==> config.mk <==
export PLATFORM = sky130hd
export DESIGN_NAME = dpbram_burst_reader
export DESIGN_NICKNAME = d
export VERILOG_FILES = /design/src/rtl/dpbram_burst_reader.sv
export SDC_FILE = /design/constraint.sdc
export NUM_CORES = 1
export LEC_CHECK = 0
export CAP_MARGIN = 10
export CORE_UTILIZATION = 50
export CTS_CLUSTER_DIAMETER = 100
export DETAILED_ROUTE_END_ITERATION = 8
export PLACE_DENSITY = 0.79
export SLEW_MARGIN = 20
export SYNTH_ARGS = -nofsm -noshare
export SYNTH_HDL_FRONTEND = slang
export SYNTH_SLANG_ARGS = --single-unit
==> constraint.sdc <==
create_clock -name clk -period 6.1 [get_ports clk]
set_clock_uncertainty 0.1 [all_clocks]
set_input_delay 0.61 -clock clk [delete_from_list [all_inputs] [get_ports clk]]
set_output_delay 0.61 -clock clk [all_outputs]
set_load 0.02 [all_outputs]
==> src/rtl/dpbram_burst_reader.sv <==
// Burst read engine for a 1-cycle-latency block RAM port, streaming words out on valid/ready.
// Optional abort input is enabled by defining DPBRAM_RD_ABORT_EN.
module dpbram_burst_reader #(
   parameter int unsigned ADDR_W = 10,
   parameter int unsigned DATA_W = 32,
   parameter int unsigned LEN_W  = 11
) (
   input  logic              clk,
   input  logic              rst_n,
   input  logic              start,
   input  logic [ADDR_W-1:0] start_addr,
   input  logic [LEN_W-1:0]  len,
`ifdef DPBRAM_RD_ABORT_EN
   input  logic              abort,
`endif
   output logic              busy,
   output logic              done,
   output logic [ADDR_W-1:0] ram_addr,
   output logic              ram_en,
   output logic              ram_we,
   input  logic [DATA_W-1:0] ram_rdata,
   output logic [DATA_W-1:0] out_data,
   output logic              out_valid,
   input  logic              out_ready
);

   typedef enum logic [1:0] {
      IDLE = 2'd0,
      RUN  = 2'd1,
      FIN  = 2'd2
   } state_t;

   state_t             state_q;
   logic [LEN_W-1:0]   len_q;
   logic [LEN_W-1:0]   issued_q;
   logic               inflight_q;
   logic [1:0]         count_q;
   logic [1:0]         count_next;
   logic [DATA_W-1:0]  buf1_q;
   logic [1:0]         occ;
   logic               pop;
   logic               abort_w;

`ifdef DPBRAM_RD_ABORT_EN
   assign abort_w = abort;
`else
   assign abort_w = 1'b0;
`endif

   // out_data is the skid FIFO head and buf1_q the second entry; a read in flight still counts
   // against the two slots because its data lands in the FIFO unconditionally next cycle.
   assign pop    = out_valid & out_ready;
   assign occ    = count_q + {1'b0, inflight_q};
   assign ram_we = 1'b0;

   always_comb begin
      // NOTE: every combinational output gets a default first so no path can infer a latch.
      ram_en = 1'b0;
      if (state_q == RUN && issued_q != len_q)
         ram_en = (occ < 2'd2) || (occ == 2'd2 && pop);
   end

   always_comb begin
      count_next = count_q;
      unique case ({inflight_q, pop})
         2'b10:   count_next = count_q + 2'd1;
         2'b01:   count_next = count_q - 2'd1;
         default: count_next = count_q;
      endcase
   end

   // NOTE: the two skid entries are reset too, so out_data reads 0 straight out of reset.
   always_ff @(posedge clk or negedge rst_n) begin
      if (!rst_n) begin
         state_q    <= IDLE;
         busy       <= 1'b0;
         done       <= 1'b0;
         len_q      <= '0;
         issued_q   <= '0;
         inflight_q <= 1'b0;
         count_q    <= '0;
         buf1_q     <= '0;
         out_data   <= '0;
         out_valid  <= 1'b0;
         ram_addr   <= '0;
      end else begin
         done       <= 1'b0;
         inflight_q <= ram_en;
         count_q    <= count_next;
         out_valid  <= (count_next != 2'd0);

         if (ram_en) begin
            ram_addr <= ram_addr + 1'b1;
            issued_q <= issued_q + 1'b1;
         end

         unique case ({inflight_q, pop})
            2'b10: begin
               if (count_q == 2'd0) out_data <= ram_rdata;
               else                 buf1_q   <= ram_rdata;
            end
            2'b01: out_data <= buf1_q;
            2'b11: begin
               if (count_q == 2'd1) begin
                  out_data <= ram_rdata;
               end else begin
                  out_data <= buf1_q;
                  buf1_q   <= ram_rdata;
               end
            end
            default: ;
         endcase

         unique case (state_q)
            IDLE: begin
               if (start && !abort_w) begin
                  len_q    <= len;
                  ram_addr <= start_addr;
                  issued_q <= '0;
                  busy     <= 1'b1;
                  state_q  <= (len == '0) ? FIN : RUN;
               end
            end
            RUN: begin
               if (issued_q == len_q && !inflight_q && count_q == 2'd0)
                  state_q <= FIN;
            end
            FIN: begin
               state_q <= IDLE;
               busy    <= 1'b0;
               done    <= 1'b1;
            end
            default: state_q <= IDLE;
         endcase

         // Abort drops everything buffered or in flight and returns silently to IDLE.
         if (abort_w && state_q != IDLE) begin
            state_q    <= IDLE;
            busy       <= 1'b0;
            done       <= 1'b0;
            inflight_q <= 1'b0;
            count_q    <= '0;
            out_valid  <= 1'b0;
         end
      end
   end

endmodule

==> impl_results.md, run 1 <==
* Synthesis warning total at 0
* # IOs at 104
* Hpwl dp at roughly 7000 um
* Starting DRC count in detailed routing at 157
* Largest net degree at the start of global routing at between 80 and 90
* Vias at approximately 3700
* Yosys reg bits at ~100
* Post-placement setup slack at around 2900 ps
* WL final at a little over 10000 um
* CTS resizes at 0
* R2R depth at 6
* Postcts setup bufs at 0
* Pwr/cell area at ~550 mW/mm2
* Synth top area share at 55.03%
* Synth area leaders: dfrtp_1, mux2_2, a22oi_1
* Slew margin rel. at about a quarter
* First-pass GRT wire length at ~17000 um
* Avg WL per Cell at 15.49 um
* Internal at approximately 2.0 mW
* Worst Tran Pin Value at between 1000 and 1500 ps
* CTS tree: built
* Post-synth EDFFs at 0
* Final hold slack at about 25 ps
* Number of global-route vias before repair at around 3500
* Num rows at 35
* Critical Path End Type: output port
* # setup viols final at 0
* Post-CTS Hold Fix Bufs at 0
* CTS sink count at 104
* Met1 WL at 4511 um
* Synthesized area per cell at around 11 um2
* CTS clk-pin slew, worst paths at 100 ps
* Top routing layer in use: met4
* Register-to-Register Setup Slack at around 3700 ps
* CORE AREA at 0.009196 mm2
* Routed wl met3 at between 400 and 500 um
* Worst r2r dst: issued_q[10]$_DFF_PN0_
* Sequential area share after synthesis at between 50% and 60%
* Crit Path Max Fanout at 23
* Top cells by count, synth: dfrtp_1, nand2_1, a21oi_1
* Run status: complete, no violations
* Worst Path Required at approximately 5400 ps
* Die area at between 0.009 and 0.01 mm2
* Most common cell in the synthesized netlist: dfrtp_1
* Tcrit/Tclk final at a little under three fifths
* Gr ovfl total at 0
* Initial antenna violation count at 0
* Die Width at 99.26 um
* Worst r2r src: inflight_q$_DFF_PN0_
* CTS root buf: clkbuf_8
* Post-route minimum period at 3436 ps
* Drc violations at 0
* Area Overhead vs Synth at 26.98%
* Post-synthesis instance area at ~0.0047 mm2
* Filler cells at 758
* Synth area leader: dfrtp_1
* GRT Total Usage at 21.43%
* Die Height at between 90 and 100 um
* Drt pass-1 iters at 4
* Syn Inst Count at between 400 and 500
* DRT antenna net count at 0
* Sw power at ~1.4 mW
* I/O Buffers at ~100
* Leak at around 2.6 nW
* VDD IR max at 268.1 uV
* Max cap viols at 0
* Critical path arrival at about 2700 ps
* Setup TNS at 0 ps
* Avg Vias per Cell at around 5.6
* Final Slew Violations at 0
* WS Path Type: reg -> out
* Fin. Hold Viols at 0
* Gpl congestion at between 0.8 and 0.9
* Fmax at 291.0 MHz
* Total Nets Final at around 600
* Clock power frac at roughly an eighth
* Startpoint type of the worst setup path: flop
* Met2 wire length at approximately 5000 um
* Initial Utilization at between 50 and 60%
* Antenna cells at 0
* RSZ-0062 raised after global routing: false
* Ys flop type: dfrtp_1
* TritonCTS buffer count at 9
* Worst hold-check path type: in -> async
* Htree depth at 3
* Layout cells sized above 1 at 11.62%
* Worst Slack Setup Final at 2664 ps
* Register share of total power at between 30% and 40%
* Sw frac at between 40% and 50%
* Worst-Skew Late Latency at between 300 and 400 ps
* Async SR Flop Fraction at between 90% and 100%
* Comb pwr share at about half
* Mapped Nets at 510
* Final Power at about 3.3 mW
* Clk buf depth at 2
* Synth cell types at between 40 and 50
## how the worst max path moves through the flow
| stage | end | slack [ps] | startpoint | cells after the start |
|---|---|---|---|---|
| 2_1_floorplan | buf1_q[10]$_DFFE_PN0P_ | 3860 | out_ready | 6 |
| 3_3_place_gp | ram_en | 2880 | out_ready | 6 |
| 3_5_place_dp | ram_en | 2860 | out_ready | 6 |
| 4_1_cts | ram_en | 2680 | issued_q[7]$_DFF_PN0_ | 5 |
| 5_1_grt | ram_en | 2580 | issued_q[7]$_DFF_PN0_ | 5 |
| 6_report | ram_en | 2660 | issued_q[7]$_DFF_PN0_ | 5 |
## power groups by stage
stage | Sequential [mW] | Combinational (mW) | Clock (mW)
final | 1.26 | 1.67 | 0.395
after global routing | 1.30 | 1.84 | 0.437
after CTS | 1.26 | 1.69 | 0.407
after detailed placement | 1.27 | 1.68 | 0
after global placement | 1.26 | 1.64 | 0
after floorplan | 1.40 | 0.972 | 0
## per-stage QoR
| step | utilization (%) | cell area, um2 | std cells |
|---|---|---|---|
| 5_1_grt | 65.31 | 6006 | 653 |
| 3_5_place_dp | 63.32 | 5823 | 637 |
| 4_1_cts | 65.27 | 6002 | 653 |
| 2_1_floorplan | - | 4730 | 444 |
| 3_3_place_gp | 63.32 | 5823 | 637 |
| 6_report | 65.31 | 6006 | 653 |
## state kept, by name (all words and copies together) (netlist names)
register    count
len_q          11
issued_q       11
state_q         2
done            1
count_q         2
out_valid       1
busy            1
ram_addr       10
buf1_q         32
out_data       32
inflight_q      1
## cell type report
type / count / area, um2 / share of cell area, %
sequential: 104 / 2603 / 43.33
multi-input combinational: 306 / 1991 / 33.15
timing repair buffer: 106 / 1052 / 17.52
tap: 111 / 138.9 / 2.312
clock buffer: 9 / 123.9 / 2.063
clock inverter: 7 / 55.05 / 0.9167
inverter: 10 / 42.54 / 0.7083
## metal layers
layer / global-route usage (%) / vias to the layer above
met3: 3.795 / 14
met2: 35.36 / 90
li1: - / 1770
met4: 7.127 / 0
met1: 28.85 / 1809
met5: 0 / -
## cells in the final DEF (no fill, tap or decap), drive strengths merged, types with 6 or more instances in the layout
master	count
nand3	11
a21oi	44
mux2	32
a31oi	6
clkdlybuf4s50	101
nand2	52
a22oi	32
o21ai	7
inv	13
ha	9
dfrtp	104
clkbuf	9
xor2	12
nor2	42
## cell families (layout without fill, tap and decap cells)
kind of cell / count (synthesis) / after routing / share of synthesized area [%]
AO/OA/AOI/OAI: 108 / 108 / 14.60
XOR/XNOR: 14 / 14 / 2.593
adder cells (fa/ha/maj): 9 / 9 / 2.381
buffers and inverters: 34 / 132 / 3.201
flip-flops: 104 / 104 / 55.03
multiplexers: 36 / 36 / 8.466
other: 1 / 1 / 0.07929
AND/OR/NAND/NOR: 138 / 138 / 13.65
## worst max-delay path, cell delays in order, from the launching register on
cell and delay, ps:
dfrtp_1 450, xor2_1 170, nor4_2 520, a31o_2 550, inv_6 110, clkdlybuf4s50_1 560
Power figures use the tool's default switching activity.
==> run 2: changes to the inputs <==
--- a/config.mk
+++ b/config.mk
@@ -6,10 +6,10 @@
 export NUM_CORES = 1
 export LEC_CHECK = 0
 export CAP_MARGIN = 10
-export CORE_UTILIZATION = 50
+export CORE_UTILIZATION = 46
 export CTS_CLUSTER_DIAMETER = 100
 export DETAILED_ROUTE_END_ITERATION = 8
-export PLACE_DENSITY = 0.79
+export PLACE_DENSITY = 0.77
 export SLEW_MARGIN = 20
 export SYNTH_ARGS = -nofsm -noshare
 export SYNTH_HDL_FRONTEND = slang
==> constraint.sdc (replaced) <==
create_clock -name clk -period 2.9 [get_ports clk]
set_clock_uncertainty 0.1 [all_clocks]
set_input_delay 0.29 -clock clk [delete_from_list [all_inputs] [get_ports clk]]
set_output_delay 0.29 -clock clk [all_outputs]
set_load 0.02 [all_outputs]
==> impl_results.md, run 2 (synthesis gave the netlist of run 1 again) <==
* CTS root buf: clkbuf_8
* Critical path arrival at 2100 ps (-630 ps)
* Drt pass-1 iters at 4 (unchanged)
* Post-Layout Inst Area at 0.006120 mm2 (+1.9%)
* Tcrit/Tclk final at around 86%
* CORE AREA at 0.009864 mm2 (+7.3%)
* Starting DRC count in detailed routing at 156 (-0.64%)
* TritonCTS buffer count at 9 (unchanged)
* WL final at 10400 um (+2.8%)
* VDD IR max at 573.6 uV (+110%)
* Layout cells sized above 1 at 12.09% (+0.46 points)
* Cell Area, Placed at 0.005911 mm2 (+1.5%)
* Gpl congestion at 0.8088 (-4.9%)
* Number of global-route vias before repair at 3671 (+4.4%)
* Worst hold-check path type: in -> async
* Most frequent cells in the layout: dfrtp_1, clkdlybuf4s50_1, nand2_1
* Num rows at 36 (+2.9%)
* Antenna cells at 0 (unchanged)
* Htree depth at 3 (unchanged)
* Post-placement setup slack at 439.5 ps (-2422 ps)
* Gr ovfl total at 0 (unchanged)
* Most common cell after layout, fill and taps aside: dfrtp_1
* Critical Path End Type: output port
* CTS clk-pin slew, worst paths at 110 ps (about the same)
* Pwr/cell area at 1172 mW/mm2 (+110%)
* Worst Slack Setup Final at 412.8 ps (-2251 ps)
* Die Height at 103.4 um (+4.2%)
* Max cap viols at 0 (unchanged)
* Fin. Hold Viols at 0 (unchanged)
* Die Width at 103.4 um (+4.2%)
* Initial antenna violation count at 0 (unchanged)
* Final core occ at 62.04% (-3.3 points)
* Worst Path Required at 2510 ps (-2880 ps)
* CTS tree: built
* Largest net degree at the start of global routing at 65 (-22%)
* Avg Vias per Cell at 5.421 (-3.9%)
* Final Slew Violations at 0 (unchanged)
* Vias at 3681 (-0.054%)
* Worst-Skew Late Latency at 370 ps (about the same)
* Total Nets Final at 607 (+0.66%)
* Clk buf depth at 2 (unchanged)
* Drc violations at 0 (unchanged)
* Area Overhead vs Synth at 29.39%
* I/O Buffers at 102 (unchanged)
* Fmax at between 400 and 500 MHz
* Post-route minimum period at between 2000 and 2500 ps
* Leak at 2.627 nW (+1.9%)
* Initial Utilization at 47.95% (-3.5 points)
* Setup TNS at 0 ps (unchanged)
* CTS sink count at 104 (unchanged)
* GRT Total Usage at 20.77% (-0.66 points)
* Avg WL per Cell at 15.31 um (-1.1%)
* Worst Tran Pin Value at 896.7 ps (-230.9 ps)
* Final hold slack at 353.1 ps (+328.3 ps)
* Startpoint type of the worst setup path: flop
* DRT antenna net count at 0 (unchanged)
* Hpwl dp at 7145 um (+2.5%)
* First-pass GRT wire length at 17250 um (+2.3%)
* RSZ-0062 raised after global routing: false
* Run status: complete, no violations
* # setup viols final at 0 (unchanged)
* WS Path Type: reg -> out
* Postcts setup bufs at 0 (unchanged)
* Slew margin rel. at 40.22% (+15 points)
* Die area at 0.01069 mm2 (+8.5%)
* # IOs at 104 (unchanged)
* Biggest regs: buf1_q x32, out_data x32
* Crit Path Max Fanout at 11 (-52%)
[run 2: changes by cell type in the layout (fill, tap and decap cells not counted), sizes merged]
cell	delta
clkdlybuf4s50	-1
clkinvlp	-1
dlymetal6s2s	+1
dlygate4sd3	+1
buf	+3
inv	+1
[run 2: area by class of cell]
type	count	area, um2
Multi-Input combinational cell	306	1991
Timing Repair Buffer	110	1121
Fill cell	821	3745
Inverter	10	42.54
Clock inverter	7	72.57
Clock buffer	9	123.9
Sequential cell	104	2603
Tap cell	133	166.4
[run 2: final timing paths]
path                                       endpoint                    from  slack [ps]  depth (start not counted)
setup / recovery                             ram_en    inflight_q$_DFF_PN0_         410                          6
hold / removal                ram_addr[0]$_DFF_PN0_                   rst_n         350                          2
setup reg to reg              issued_q[7]$_DFF_PN0_    inflight_q$_DFF_PN0_         420                          7
hold reg to reg              state_q[1]$_DFFE_PN0P_  state_q[1]$_DFFE_PN0P_         380                          1
max in group asynchronous  out_data[28]$_DFFE_PN0P_                   rst_n        1640                          3
min in group clk              ram_addr[0]$_DFF_PN0_           start_addr[0]         370                          3
[run 2: per-stage QoR]
stage / cells / power [mW]
global placement: 662 / 6.191
floorplan: 444 / 4.988
finish: 679 / 7.172
global route: 679 / 7.712
CTS: 679 / 7.234
detailed placement: 662 / 6.330
[run 2: worst max-delay path, cell delays in order, from the launching register on]
cell            delay, ps
dfrtp_1               450
ha_1                  310
nand3b_1              160
a21o_1                200
a31o_2                260
inv_6                 110
dlymetal6s2s_1        230
[run 2: metal layers]
layer	wire length (um)	track usage [%]	vias up
met5	0	0	-
met3	442	3.763	19
met1	4447	26.43	1795
met4	223	7.151	0
met2	5283	35.76	98
li1	-	-	1769
[run 2: power breakdown]
part           switching [mW]  internal, mW
sequential              0.493          2.16
combinational            1.93          1.70
clock                   0.549         0.339
[run 2: repair_timing]
action	4_1_cts	5_1_grt
gates resized for setup	0	1
hold endpoints to repair	41	0
endpoints found under the setup margin	0	1
hold buffers	1	0
==> run 3: changes to the inputs <==
--- a/config.mk
+++ b/config.mk
@@ -7,9 +7,11 @@
 export LEC_CHECK = 0
 export CAP_MARGIN = 10
 export CORE_UTILIZATION = 46
-export CTS_CLUSTER_DIAMETER = 100
+export CTS_CLUSTER_DIAMETER = 150
 export DETAILED_ROUTE_END_ITERATION = 8
+export GPL_ROUTABILITY_DRIVEN = 0
 export PLACE_DENSITY = 0.77
+export RECOVER_POWER = 25
 export SLEW_MARGIN = 20
 export SYNTH_ARGS = -nofsm -noshare
 export SYNTH_HDL_FRONTEND = slang
==> impl_results.md, run 3 (synthesis gave the netlist of run 1 again) <==
* Run status: complete, no violations
* Tcrit/Tclk final at 85.73% (about the same)
* Leak at 2.621 nW (-0.21%)
* CTS tree: built
* Layout cells sized above 1 at 12.09% (unchanged)
* Worst Tran Pin Value at 1084 ps (+187.4 ps)
* Post-placement setup slack at 439.5 ps (unchanged)
* Fin. Hold Viols at 0 (unchanged)
* Slew margin rel. at 27.73% (-12 points)
* Worst hold-check path type: in -> reg
* Area Overhead vs Synth at 29.07%
* Worst Setup SP: issued_q[1]$_DFF_PN0_
* Final Slew Violations at 0 (unchanged)
* Internal at 4.201 mW (about the same)
* Drc violations at 0 (unchanged)
* Post-route minimum period at 2486 ps (-1.120 ps)
* CORE AREA at 0.009864 mm2 (unchanged)
* Pwr/cell area at 1174 mW/mm2 (+0.15%)
* Startpoint type of the worst setup path: flop
* Hold Path Origin: start_addr[0]
* CTS clk-pin slew, worst paths at 100 ps (about the same)
* Antenna cells at 0 (unchanged)
* CTS root buf: clkbuf_8
* Critical Path End Type: output port
* Non-Filler Instances at 679 (unchanged)
* # setup viols final at 0 (unchanged)
* Most frequent cells in the layout: dfrtp_1, clkdlybuf4s50_1, nand2_1
* Vias at 3699 (+0.49%)
* Most common cell after layout, fill and taps aside: dfrtp_1
* Post-Place Cells at 662 (unchanged)
* Num rows at 36 (unchanged)
* Sw frac at 41.38% (about the same)
* GRT Total Usage at 20.77% (unchanged)
* Setup TNS at 0 ps (unchanged)
* WS Path Type: reg -> out
* Postcts setup bufs at 0 (unchanged)
* Worst-Skew Late Latency at 370 ps (about the same)
* Worst r2r src: inflight_q$_DFF_PN0_
* Starting DRC count in detailed routing at 125 (-20%)
* Drt pass-1 iters at 4 (unchanged)
* Initial antenna violation count at 0 (unchanged)
* First-pass GRT wire length at 17250 um (unchanged)
* Largest net degree at the start of global routing at 65 (unchanged)
* Clk buf depth at 2 (unchanged)
* Die Height at 103.4 um (unchanged)
* Register share of total power at 37.0% (about the same)
* WL final at 10370 um (-0.22%)
* Biggest regs: buf1_q x32, out_data x32
* Initial Utilization at 47.95% (unchanged)
* RSZ-0062 raised after global routing: false
* CTS sink count at 104 (unchanged)
* Total Nets Final at 607 (unchanged)
* Hpwl dp at 7145 um (unchanged)
* Worst Slack Setup Final at 413.9 ps (+1.120 ps)
* Sw power at 2.965 mW (-0.14%)
* Htree depth at 3 (unchanged)
* Max cap viols at 0 (unchanged)
* Crit Path Max Fanout at 11 (unchanged)
* Fmax at 402.2 MHz (about the same)
* Avg Vias per Cell at 5.448 (+0.49%)
* I/O Buffers at 102 (unchanged)
* Gr ovfl total at 0 (unchanged)
* VDD IR max at 573.1 uV (-0.10%)
* Die Width at 103.4 um (unchanged)
* Critical path arrival at 2100 ps (about the same)
* # IOs at 104 (unchanged)
* Comb pwr share at 50.6% (about the same)
* Worst Path Required at 2510 ps (about the same)
* Clock power frac at 12.4% (about the same)
* DRT antenna net count at 0 (unchanged)
* Filler cells at 824 (+0.37%)
* TritonCTS buffer count at 9 (unchanged)
* Number of global-route vias before repair at 3671 (unchanged)
* Die area at 0.01069 mm2 (unchanged)
* Avg WL per Cell at 15.28 um (-0.22%)
[run 3: critical path: stages (launching register included)]
cell,delay (ps)
dfrtp_1,450
xor2_1,170
nor4_2,540
a31o_2,300
inv_6,70
dlymetal6s2s_1,210
[run 3: through the flow]
step / utilization, % / power, mW / hold WS [ps] / instance area, um2
floorplan: - / 4.988 / -105.6 / 4730
global placement: 59.92 / 6.191 / 224.9 / 5911
detailed placement: 59.92 / 6.330 / 229.7 / 5911
CTS: 62.01 / 7.234 / 361.6 / 6117
global route: 61.88 / 7.708 / 371.0 / 6105
finish: 61.88 / 7.165 / 373.3 / 6105
[run 3: final cells by class]
type | instances | area (um2) | share of cell area [%]
Clock inverter | 7 | 72.57 | 1.189
Clock buffer | 9 | 123.9 | 2.029
Inverter | 10 | 42.54 | 0.6969
Timing Repair Buffer | 110 | 1106 | 18.12
Tap cell | 133 | 166.4 | 2.726
Sequential cell | 104 | 2603 | 42.63
Multi-Input combinational cell | 306 | 1991 | 32.61
[run 3: layer usage]
layer	vias to the layer above	GRT usage [%]	wire [um]
li1	1770	-	-
met1	1807	26.43	4370
met2	103	35.76	5299
met3	19	3.763	480
met4	0	7.151	223
met5	-	0	0
[run 3: repair_timing]
| item | 4_1_cts | 5_1_grt |
|---|---|---|
| endpoints found under the hold margin | 41 | 0 |
| setup endpoints to repair | 0 | 1 |
| hold buffers | 1 | 0 |
| gates resized for setup | 0 | 1 |
[run 3: path summary, 6_finish.rpt]
path	to	cells past startpoint	slack [ps]
max	ram_en	5	410
min	ram_addr[0]$_DFF_PN0_	3	370
max reg2reg	issued_q[7]$_DFF_PN0_	7	430
min reg2reg	state_q[1]$_DFFE_PN0P_	1	380
max in group asynchronous	out_data[28]$_DFFE_PN0P_	3	680
min in group asynchronous	ram_addr[0]$_DFF_PN0_	2	540
[run 3: power by group through the flow]
| stage | registers [mW] | clock network, mW | logic [mW] |
|---|---|---|---|
| 5_1_grt | 2.75 | 0.965 | 3.99 |
| 3_5_place_dp | 2.68 | 0 | 3.65 |
| 6_report | 2.65 | 0.888 | 3.63 |
| 3_3_place_gp | 2.64 | 0 | 3.55 |
| 2_1_floorplan | 2.94 | 0 | 2.04 |
| 4_1_cts | 2.66 | 0.912 | 3.67 |
